**src/rtl/rob_commit.sv**
```systemverilog
// In-order commit unit for the rob extract side: retires the longest legal head
// prefix, drives registered RF write ports and raises a precise-exception flush.

module rob_commit_lane #(
    parameter int REG_ADDR_WIDTH = 5
) (
    input  logic                      wr_en,
    input  logic [REG_ADDR_WIDTH-1:0] dest,
    output logic                      needs_port
);
    // r0 writes retire normally but never occupy a write port
    assign needs_port = wr_en && (dest != '0);
endmodule

module rob_commit #(
    parameter  int EXT_COUNT      = 4,
    parameter  int DATA_WIDTH     = 32,
    parameter  int REG_ADDR_WIDTH = 5,
    parameter  int PC_WIDTH       = 32,
    parameter  int RF_WR_PORTS    = 2,
    localparam int CNT_W          = $clog2(EXT_COUNT)
) (
    input  logic                                       clock,
    input  logic                                       reset_n,
    input  logic [EXT_COUNT-1:0]                       slot_valid,
    input  logic [EXT_COUNT-1:0][DATA_WIDTH-1:0]       slot_result,
    input  logic [EXT_COUNT-1:0][REG_ADDR_WIDTH-1:0]   slot_dest,
    input  logic [EXT_COUNT-1:0]                       slot_wr_en,
    input  logic [EXT_COUNT-1:0]                       slot_exc,
    input  logic [EXT_COUNT-1:0][PC_WIDTH-1:0]         slot_pc,
    input  logic                                       rob_empty,
    input  logic                                       commit_stall,
    output logic                                       consume,
    output logic [CNT_W-1:0]                           consume_count,
    output logic [RF_WR_PORTS-1:0]                     rf_we,
    output logic [RF_WR_PORTS-1:0][REG_ADDR_WIDTH-1:0] rf_waddr,
    output logic [RF_WR_PORTS-1:0][DATA_WIDTH-1:0]     rf_wdata,
    output logic                                       flush,
    output logic [PC_WIDTH-1:0]                        epc,
    output logic [CNT_W:0]                             commit_n,
    output logic [31:0]                                retired_total
);
    typedef enum logic {RUN, FLUSH} state_t;

    state_t state, state_nxt;

    logic [EXT_COUNT-1:0]                       needs_port;
    logic [RF_WR_PORTS-1:0]                     pw_en;
    logic [RF_WR_PORTS-1:0][REG_ADDR_WIDTH-1:0] pw_addr;
    logic [RF_WR_PORTS-1:0][DATA_WIDTH-1:0]     pw_data;
    logic [CNT_W:0]                             n_cnt;
    logic                                       exc_take;
    logic [PC_WIDTH-1:0]                        exc_pc;

    for (genvar g = 0; g < EXT_COUNT; g++) begin : g_lane
        rob_commit_lane #(.REG_ADDR_WIDTH(REG_ADDR_WIDTH)) u_lane (
            .wr_en      (slot_wr_en[g]),
            .dest       (slot_dest[g]),
            .needs_port (needs_port[g])
        );
    end

    // Prefix scan: ports are handed out in program order until one runs short
    always_comb begin
        int  n_sel;
        int  ports_used;
        logic stop;
        n_sel      = 0;
        ports_used = 0;
        stop       = 1'b0;
        exc_take   = 1'b0;
        exc_pc     = '0;
        pw_en      = '0;
        pw_addr    = '0;
        pw_data    = '0;
        for (int i = 0; i < EXT_COUNT; i++) begin
            if (!stop) begin
                if (!slot_valid[i] || (slot_exc[i] && i != 0) ||
                    (needs_port[i] && ports_used == RF_WR_PORTS)) begin
                    stop = 1'b1;
                end else begin
                    n_sel = n_sel + 1;
                    if (slot_exc[i]) begin
                        stop     = 1'b1;
                        exc_take = 1'b1;
                        exc_pc   = slot_pc[i];
                    end else if (needs_port[i]) begin
                        for (int k = 0; k < RF_WR_PORTS; k++) begin
                            if (k == ports_used) begin
                                pw_en[k]   = 1'b1;
                                pw_addr[k] = slot_dest[i];
                                pw_data[k] = slot_result[i];
                            end
                        end
                        ports_used = ports_used + 1;
                    end
                end
            end
        end
        n_cnt = (CNT_W+1)'(n_sel);
    end

    always_ff @(posedge clock) begin
        if (!reset_n) state <= RUN;
        else          state <= state_nxt;
    end

    always_comb begin
        state_nxt = state;
        case (state)
            RUN:     if (consume && exc_take) state_nxt = FLUSH;
            FLUSH:   if (rob_empty)           state_nxt = RUN;
            default: state_nxt = RUN;
        endcase
    end

    always_comb begin
        consume       = (state == RUN) && !commit_stall && (n_cnt != '0);
        consume_count = consume ? CNT_W'(n_cnt - 1'b1) : '0;
    end

    always_ff @(posedge clock) begin
        if (!reset_n) begin
            rf_we         <= '0;
            rf_waddr      <= '0;
            rf_wdata      <= '0;
            flush         <= 1'b0;
            epc           <= '0;
            commit_n      <= '0;
            retired_total <= '0;
        end else begin
            rf_we    <= consume ? pw_en : '0;
            flush    <= consume && exc_take;
            commit_n <= consume ? n_cnt : '0;
            if (consume) retired_total <= retired_total + 32'(n_cnt);
            if (consume && exc_take) epc <= exc_pc;
            // idle ports keep their last address/data
            for (int k = 0; k < RF_WR_PORTS; k++) begin
                if (consume && pw_en[k]) begin
                    rf_waddr[k] <= pw_addr[k];
                    rf_wdata[k] <= pw_data[k];
                end
            end
        end
    end
endmodule

```
**config.mk**
```make
export PLATFORM = sky130hd
export DESIGN_NAME = rob_commit
export DESIGN_NICKNAME = d
export VERILOG_FILES = /design/src/rtl/rob_commit.sv
export SDC_FILE = /design/constraint.sdc
export NUM_CORES = 1
export LEC_CHECK = 0
export ABC_CLOCK_PERIOD_IN_PS = 8850
export CAP_MARGIN = 25
export CORE_AREA = 2 2 182 184
export DETAILED_ROUTE_END_ITERATION = 12
export DIE_AREA = 0 0 184 186
export GPL_ROUTABILITY_DRIVEN = 0
export HOLD_SLACK_MARGIN = 0.06
export PLACE_DENSITY = 0.57
export SLEW_MARGIN = 25
export SYNTH_ARGS = -nofsm -noshare
export SYNTH_HDL_FRONTEND = slang
export SYNTH_HIERARCHICAL = 1
export SYNTH_SLANG_ARGS = --single-unit
```
**constraint.sdc**
```tcl
create_clock -name clock -period 8.85 [get_ports clock]
set_input_delay 0.885 -clock clock [delete_from_list [all_inputs] [get_ports clock]]
set_output_delay 0.885 -clock clock [all_outputs]
set_load 0.01 [all_outputs]
```
# After elaboration in Yosys (flattened, before gate mapping)
# Index checks and enable logic that the tools add are counted.
[totals] ff_bits=145 latch_bits=0 ram_bits=0 romBits=0 inputBits=292 output_inout_bits=147 elab_cells=169 n_memories=0
[classes] n_addsub=7 n_mul=0 div_mod_pow=0 order_cmp=0 n_eq_ne=6 shifts=0 n_mux=114 bitwise=1 reduce_logical=31
[ops] cell="$mux W32" count=28
[ops] cell="$mux W64" count=12
[ops] cell="$mux W10" count=12
[ops] cell="$eq A2 B32 Y1 const A" count=3
[ops] cell="$eq A32 B3 Y1 const B" count=3
[ops] cell="$logic_not A32 Y1" count=3
[ops] cell="$add A32 B2 Y32 const B" count=2
[ops] cell="$mux W5" count=9
[ops] cell="$mux W1" count=33
[ops] cell="$add A32 B3 Y32" count=1
[ops] cell="$mux W2" count=13
[ops] cell="$reduce_bool A5 Y1" count=4
[ops] cell="$mux W3" count=6
[ops] cell="$logic_and A1 B1 Y1" count=12
[ops] cell="$add A3 B2 Y3 const B" count=2
[ops] cell="$logic_or A1 B1 Y1" count=6
[ops] cell="$logic_not A1 Y1" count=4
[ops] cell="$reduce_bool A3 Y1" count=1
[ops] cell="$add A1 B1 Y2 const B" count=1
[ops] cell="$pmux W1 S2" count=1
[ops] cell="$reduce_and A2 Y1" count=1
[ops] cell="$sub A2 B1 Y2 const B" count=1
[ops] cell="$not A1 Y1" count=1

# Logic depth before layout (Yosys ltp)
[logic_depth] word_depth=25 ltp_mapped=30 mapped_depth_nobuf=27

# Hierarchy
# The synthesis kept the hierarchy.
[by_module_without_submodules] module="rob_commit" instances=1 cells_per_inst=1003 area_each_um2=7873.8 seq_area_each_um2=2902.8
[by_module_without_submodules] module="rob_commit_lane" instances=4 cells_per_inst=2 area_each_um2=15.0 seq_area_each_um2=0.0

# Worst setup path after synthesis
# OpenSTA, ideal clock, no wires.
[synth_timing] kind="input to register" from="in slot_dest[0] (netlist bit)" to="reg retired_total[25]" setup_ps=70 arrival_ps=6393 t_required_ps=8780 path_slack_ps=2387 cell_stages=28 n_path_buf=3 path_cell_list="or4_1 -> o21a_1 -> and3b_1 -> clkbuf_1 -> buf_1 -> inv_1 -> ha_1 -> nand2_1 -> a21oi_1 -> inv_1 -> ha_1 -> nand2_1 -> nand3_1 -> clkbuf_1 -> xnor2_1 -> ha_1 -> nand3b_1 -> nor2_1 -> mux2_2 -> o21ai_0 -> inv_1 -> ha_1 -> a21o_1 -> nand2_1 -> a2111oi_4 -> nor2_2 -> or3_1 -> a21oi_1"
[synth_via] elab_chain_len=22 word_cells_on_any_way=39 cone_classes="5 x add/sub; 3 x eq/ne; 21 x mux; 10 x reduce/logical"
[synth_lines] item="start: declaration" line_no="27" rtl="input logic [EXT_COUNT-1:0][REG_ADDR_WIDTH-1:0] slot_dest,"
[synth_lines] item="$reduce_bool A5 Y1 *" line_no="12" rtl="assign needs_port = wr_en && (dest != '0);"
[synth_lines] item="$logic_and A1 B1 Y1 *" line_no="12"
[synth_lines] item="via needs_port[0]" line_no="47" rtl="logic [EXT_COUNT-1:0] needs_port;"
[synth_lines] item="$mux W1 *" line_no="87" rtl="end else if (needs_port[i]) begin"
[synth_lines] item="$mux W1 *" line_no="83" rtl="if (slot_exc[i]) begin"
[synth_lines] item="$mux W1 *" line_no="78" rtl="if (!slot_valid[i] || (slot_exc[i] && i != 0) ||"
[synth_lines] item="$add A32 B2 Y32 or $eq A32 B3 Y1 (tied branches)" line_no="95, 79"
[synth_lines] item="$mux W32 or $logic_and A1 B1 Y1 (tied branches)" line_no="87, 79"
[synth_lines] item="[... 7 more ...]"
[synth_lines] item="$mux W32" line_no="77" rtl="if (!stop) begin"
[synth_lines] item="$eq A32 B3 Y1" line_no="79" rtl="(needs_port[i] && ports_used == RF_WR_PORTS)) begin"
[synth_lines] item="$logic_and A1 B1 Y1" line_no="79"
[synth_lines] item="$logic_or A1 B1 Y1" line_no="78"
[synth_lines] item="$mux W3" line_no="78"
[synth_lines] item="$mux W3 *" line_no="77"
[synth_lines] item="via n_cnt[2]" line_no="51" rtl="logic [CNT_W:0] n_cnt;"
[synth_lines] item="parallel branches: the longest is 2 deep, another holds $add A32 B3 Y32"
[synth_lines] item="end signal: assignment" line_no="135" rtl="if (consume) retired_total <= retired_total + 32'(n_cnt);"
[synth_lines] item="end: declaration" line_no="41" rtl="output logic [31:0] retired_total"
# Mark *: on every way through the listed nets, which the timed path passes.
# A chain may end at the register's enable or synchronous reset.

# Final worst setup path
[layout_timing] from="in slot_dest[0] (netlist bit)" to="out consume"
[layout_via] elab_chain_len=22 word_cells_on_any_way=38 cone_classes="4 x add/sub; 3 x eq/ne; 21 x mux; 10 x reduce/logical"
[layout_lines] item="$reduce_bool A5 Y1 *" line_no="12"
[layout_lines] item="$logic_and A1 B1 Y1 *" line_no="12"
[layout_lines] item="via needs_port[0]" line_no="47"
[layout_lines] item="$mux W1 *" line_no="87"
[layout_lines] item="$mux W1 *" line_no="83"
[layout_lines] item="$mux W1 *" line_no="78"
[layout_lines] item="$add A32 B2 Y32 or $eq A32 B3 Y1 (tied branches)" line_no="95, 79"
[layout_lines] item="$mux W32 or $logic_and A1 B1 Y1 (tied branches)" line_no="87, 79"
[layout_lines] item="[... 8 more ...]"
[layout_lines] item="$eq A32 B3 Y1" line_no="79"
[layout_lines] item="$logic_and A1 B1 Y1" line_no="79"
[layout_lines] item="$logic_or A1 B1 Y1" line_no="78"
[layout_lines] item="$mux W3" line_no="78"
[layout_lines] item="$mux W3 *" line_no="77"
[layout_lines] item="via n_cnt[2]" line_no="51"
[layout_lines] item="$reduce_bool A3 Y1 *" line_no="118" rtl="consume = (state == RUN) && !commit_stall && (n_cnt != '0);"
[layout_lines] item="$logic_and A1 B1 Y1 *" line_no="118"
[layout_lines] item="end: declaration" line_no="33" rtl="output logic consume,"
# Mark *: on every way through the listed nets, which the timed path passes. The rest lies on a longest branch.

==> out/metrics.csv <==
stage,metric,value,unit
clock_network,tritoncts,done,
worst_setup_path,crit_family,simple AND/OR/NAND/NOR gates,
timing,max-slew-margin-rel,33.6,%
clock_network,htreeDepth,4,
routing,wl_per_cell,20.2,um
timing,period_share,82.9,%
routing,routed_via_density,5.13,
synthesis,syn_area_per_cell,7.85,um^2
power,sequentialPowerShare,39.5,%
outcome,status,"complete, no violations",
clock_network,numCtsBuffers,17,
min_path,hold_path.class,flop to flop,
worst_setup_path,criticalPathCategory,primary input to output port,
layout,finalNonFillerCells,1731,
routing,vias,8874,
place,dp_worst_setup_slack,1.46,ns
clock_network,cts_resized,0,
synthesis,yosys.area.top_type,dfxtp_1,
synthesis,syn_nets,1317,
routing,drt-initial-drc-count,498,
power,pwr-share-comb,12.1,%
worst_setup_path,required,7.97,ns
synthesis,yosysUniqueCellTypes,67,
clock_network,clock-sinks,145,
worst_setup_path,cp_slowest_cell,clkdlybuf4s50_1,
global_routing,track_usage,20.1,%
power,vdd_ir_drop_max,128,uV
synthesis,netlist_instances,1011,
clock_network,cts-root-buf,clkbuf_16,
power,pwr-share-clk,48.3,%
global_routing,antenna_found_initial,2,
global_routing,grt_pass1_wl,52100,um
routing,totalWireLength,34900,um
layout,ff_latch_area,2900,um^2
synthesis,synth_ff_type,dfxtp_1,
place,place.port_buffers,342,
global_routing,first_global_vias,8772,
routing,ant_nets,0,
worst_setup_path,critPathMaxStageDelay,0.56,ns
place,hpwlAfterDp,24600,um
flow_run,cap_violations,0,
worst_setup_path,crit_buf_inv,7,
clock_network,cts_max_path_buffers,2,
power,leakagePower,4.15,nW
layout,drive_above_1_share,5.83,%
timing,final-setup-viol-count,0,
routing,drtPass1Iterations,5,
synthesis,yosys-mux-area-fraction,1.48,%
die,die_y,186,um
clock_network,cts_hold_buf,0,
routing,drc,0,
synthesis,ys_warn_count,6,
synthesis,async_flop_share,0,%
worst_setup_path,cp_common_cell,nand2_1,
die,io_pins,439,
timing,setup-tns-final,0,ns
layout,fin_nets,1613,
layout,fin_util,38.3,%
timing,min_period,7.34,ns
die,dieArea,34200,um^2
timing,timing.final.max_slew_violations,0,
synthesis,synthAdderAreaFrac,2.30,%
power,internal_power,1.26,mW
die,initial_utilization,24.6,%
synthesis,yosysSeqAreaShare,36.6,%
clock_network,post_cts_buffers,0,
synthesis,synth_top_cells_by_count,"145 x dfxtp_1, 142 x nand2_1, 115 x a21oi_1, 107 x nor2_1, 63 x clkbuf_1",
layout,multi_input_area,4610,um^2
worst_setup_path,end_kind,output port,
synthesis,synth_edf_count,0,
power,powerDensity,136,nW/um^2
synthesis,yosys.cell_count.top_type,dfxtp_1,
clock_network,insertion_delay,0.45,ns
layout,n_fill_cell,3297,
place,place_inst,1696,
timing,rsz0062_at_grt,no,
synthesis,synth_xor_area_share,2.76,%
synthesis,yosysTopAreaCellShare,36.6,%
synthesis,synth_compound_area_share,28.4,%
die,rows,66,
timing,finalHoldViolCount,0,
synthesis,syn-cell-area,7930,um^2
worst_setup_path,startpoint_type,primary input,
synthesis,synth_seq_cells,145,
clock_network,clk_pin_slew_worst_paths,0.06,ns
power,p_switching,416,uW
timing,worstMarginPinSlew,0.994,ns
synthesis,synth_top_family_by_area,compound AO/OA/AOI/OAI gates,
timing,fmax,136,MHz
layout,syn_to_final_growth,55.4,%
die,die-width,184,um
die,coreArea,32200,um^2
power,switching_share,24.9,%
synthesis,synth_area_leaders,"dfxtp_1 37%, a21oi_1 7.3%, nand2_1 6.7%, nor2_1 5.1%, a211oi_1 3.7%",
global_routing,grt_max_degree,90,
synthesis,synth-simple-area-share,22.8,%
timing,skew,0.00856,ns
timing,worst_slack,1.51,ns
worst_setup_path,critPathMaxFanout,9,
worst_setup_path,critical_path_arrival,6.45,ns
global_routing,overflow,0,
-- area by class of cell --
type	count	area share [%]
inverter	19	0.599
sequential	145	23.5
timing repair buffer	362	29.0
antenna	3	0.0609
clock buffer	19	3.59
clock inverter	13	1.63
tap	408	4.14
multi-input combinational	762	37.4
-- power by group through the flow --
stage                     Combinational (mW)  Clock (mW)  Sequential [mW]
after detailed placement               0.203           0            0.676
after global routing                   0.218       0.861            0.662
after CTS                              0.204       0.832            0.662
final                                  0.203       0.809            0.662
after floorplan                       0.0624           0            0.679
after global placement                 0.201           0            0.676
-- per-layer routing --
layer	global-route usage [%]	share of wire, %	vias up
met5	0	0	-
li1	-	-	4292
met1	23.2	40	4162
met4	8.42	3.1	0
met2	33.5	47	357
met3	7.42	9.4	63
-- worst reg2reg max path, delay by kind of cell, from the launching register on --
family                 cells  cell delay [ns]
and+or+nand+nor            3             1.12
AOI/OAI and AO/OA          3             0.70
buffers and inverters      1             0.53
DFF                        1             0.32
-- flip-flops by register name, indices dropped and copies added, names as in the netlist --
signal	flops
rf_waddr	10
state	1
rf_we	2
rf_wdata	64
epc	32
commit_n	3
retired_total	32
flush	1
-- layout by cell type, fill, tap and decap left out, types with 7 or more instances in the layout --
master,synthesis,final
clkdlybuf4s50_1,0,342
dfxtp_1,145,145
nand2_1,142,142
a21oi_1,115,115
nor2_1,107,107
nor3_1,44,43
a211oi_1,39,38
o211ai_1,35,35
a221oi_1,33,33
o21ai_0,26,26
a221o_1,24,24
nand3_1,21,21
buf_4,1,19
xnor2_1,18,18
inv_1,17,17
clkbuf_16,0,17
and3_1,13,13
ha_1,13,13
and2_1,10,9
nand2b_1,7,7
xor2_1,7,7
-- kinds of logic (layout without fill, tap and decap cells) --
| logic type | count (synthesis) | after routing |
|---|---|---|
| compound gates | 323 | 323 |
| xor+xnor | 25 | 25 |
| fa+ha+maj | 14 | 14 |
| buf+inv | 104 | 413 |
| flops | 145 | 145 |
| mux | 11 | 11 |
| other cells | 0 | 3 |
| simple gates | 389 | 389 |
-- final timing paths --
check,endpoint,start,depth (start not counted),slack (ns)
max,consume,slot_dest[0],25,1.51
min,rf_wdata[35]$_SDFFE_PN0P_,rf_wdata[35]$_SDFFE_PN0P_,2,0.45
max reg2reg,rf_wdata[21]$_SDFFE_PN0P_,state$_SDFF_PN0_,7,6.09
min reg2reg,rf_wdata[35]$_SDFFE_PN0P_,rf_wdata[35]$_SDFFE_PN0P_,2,0.45
-- metrics by stage --
| step | cell area (um^2) | hold slack [ns] | power, mW |
|---|---|---|---|
| floorplan | 7930 | 0.458 | 0.741 |
| global placement | 11700 | 0.438 | 0.878 |
| detailed placement | 11700 | 0.443 | 0.879 |
| CTS | 12300 | 0.452 | 1.70 |
| global route | 12300 | 0.466 | 1.74 |
| finish | 12300 | 0.450 | 1.67 |
Power figures use the tool's default switching activity.
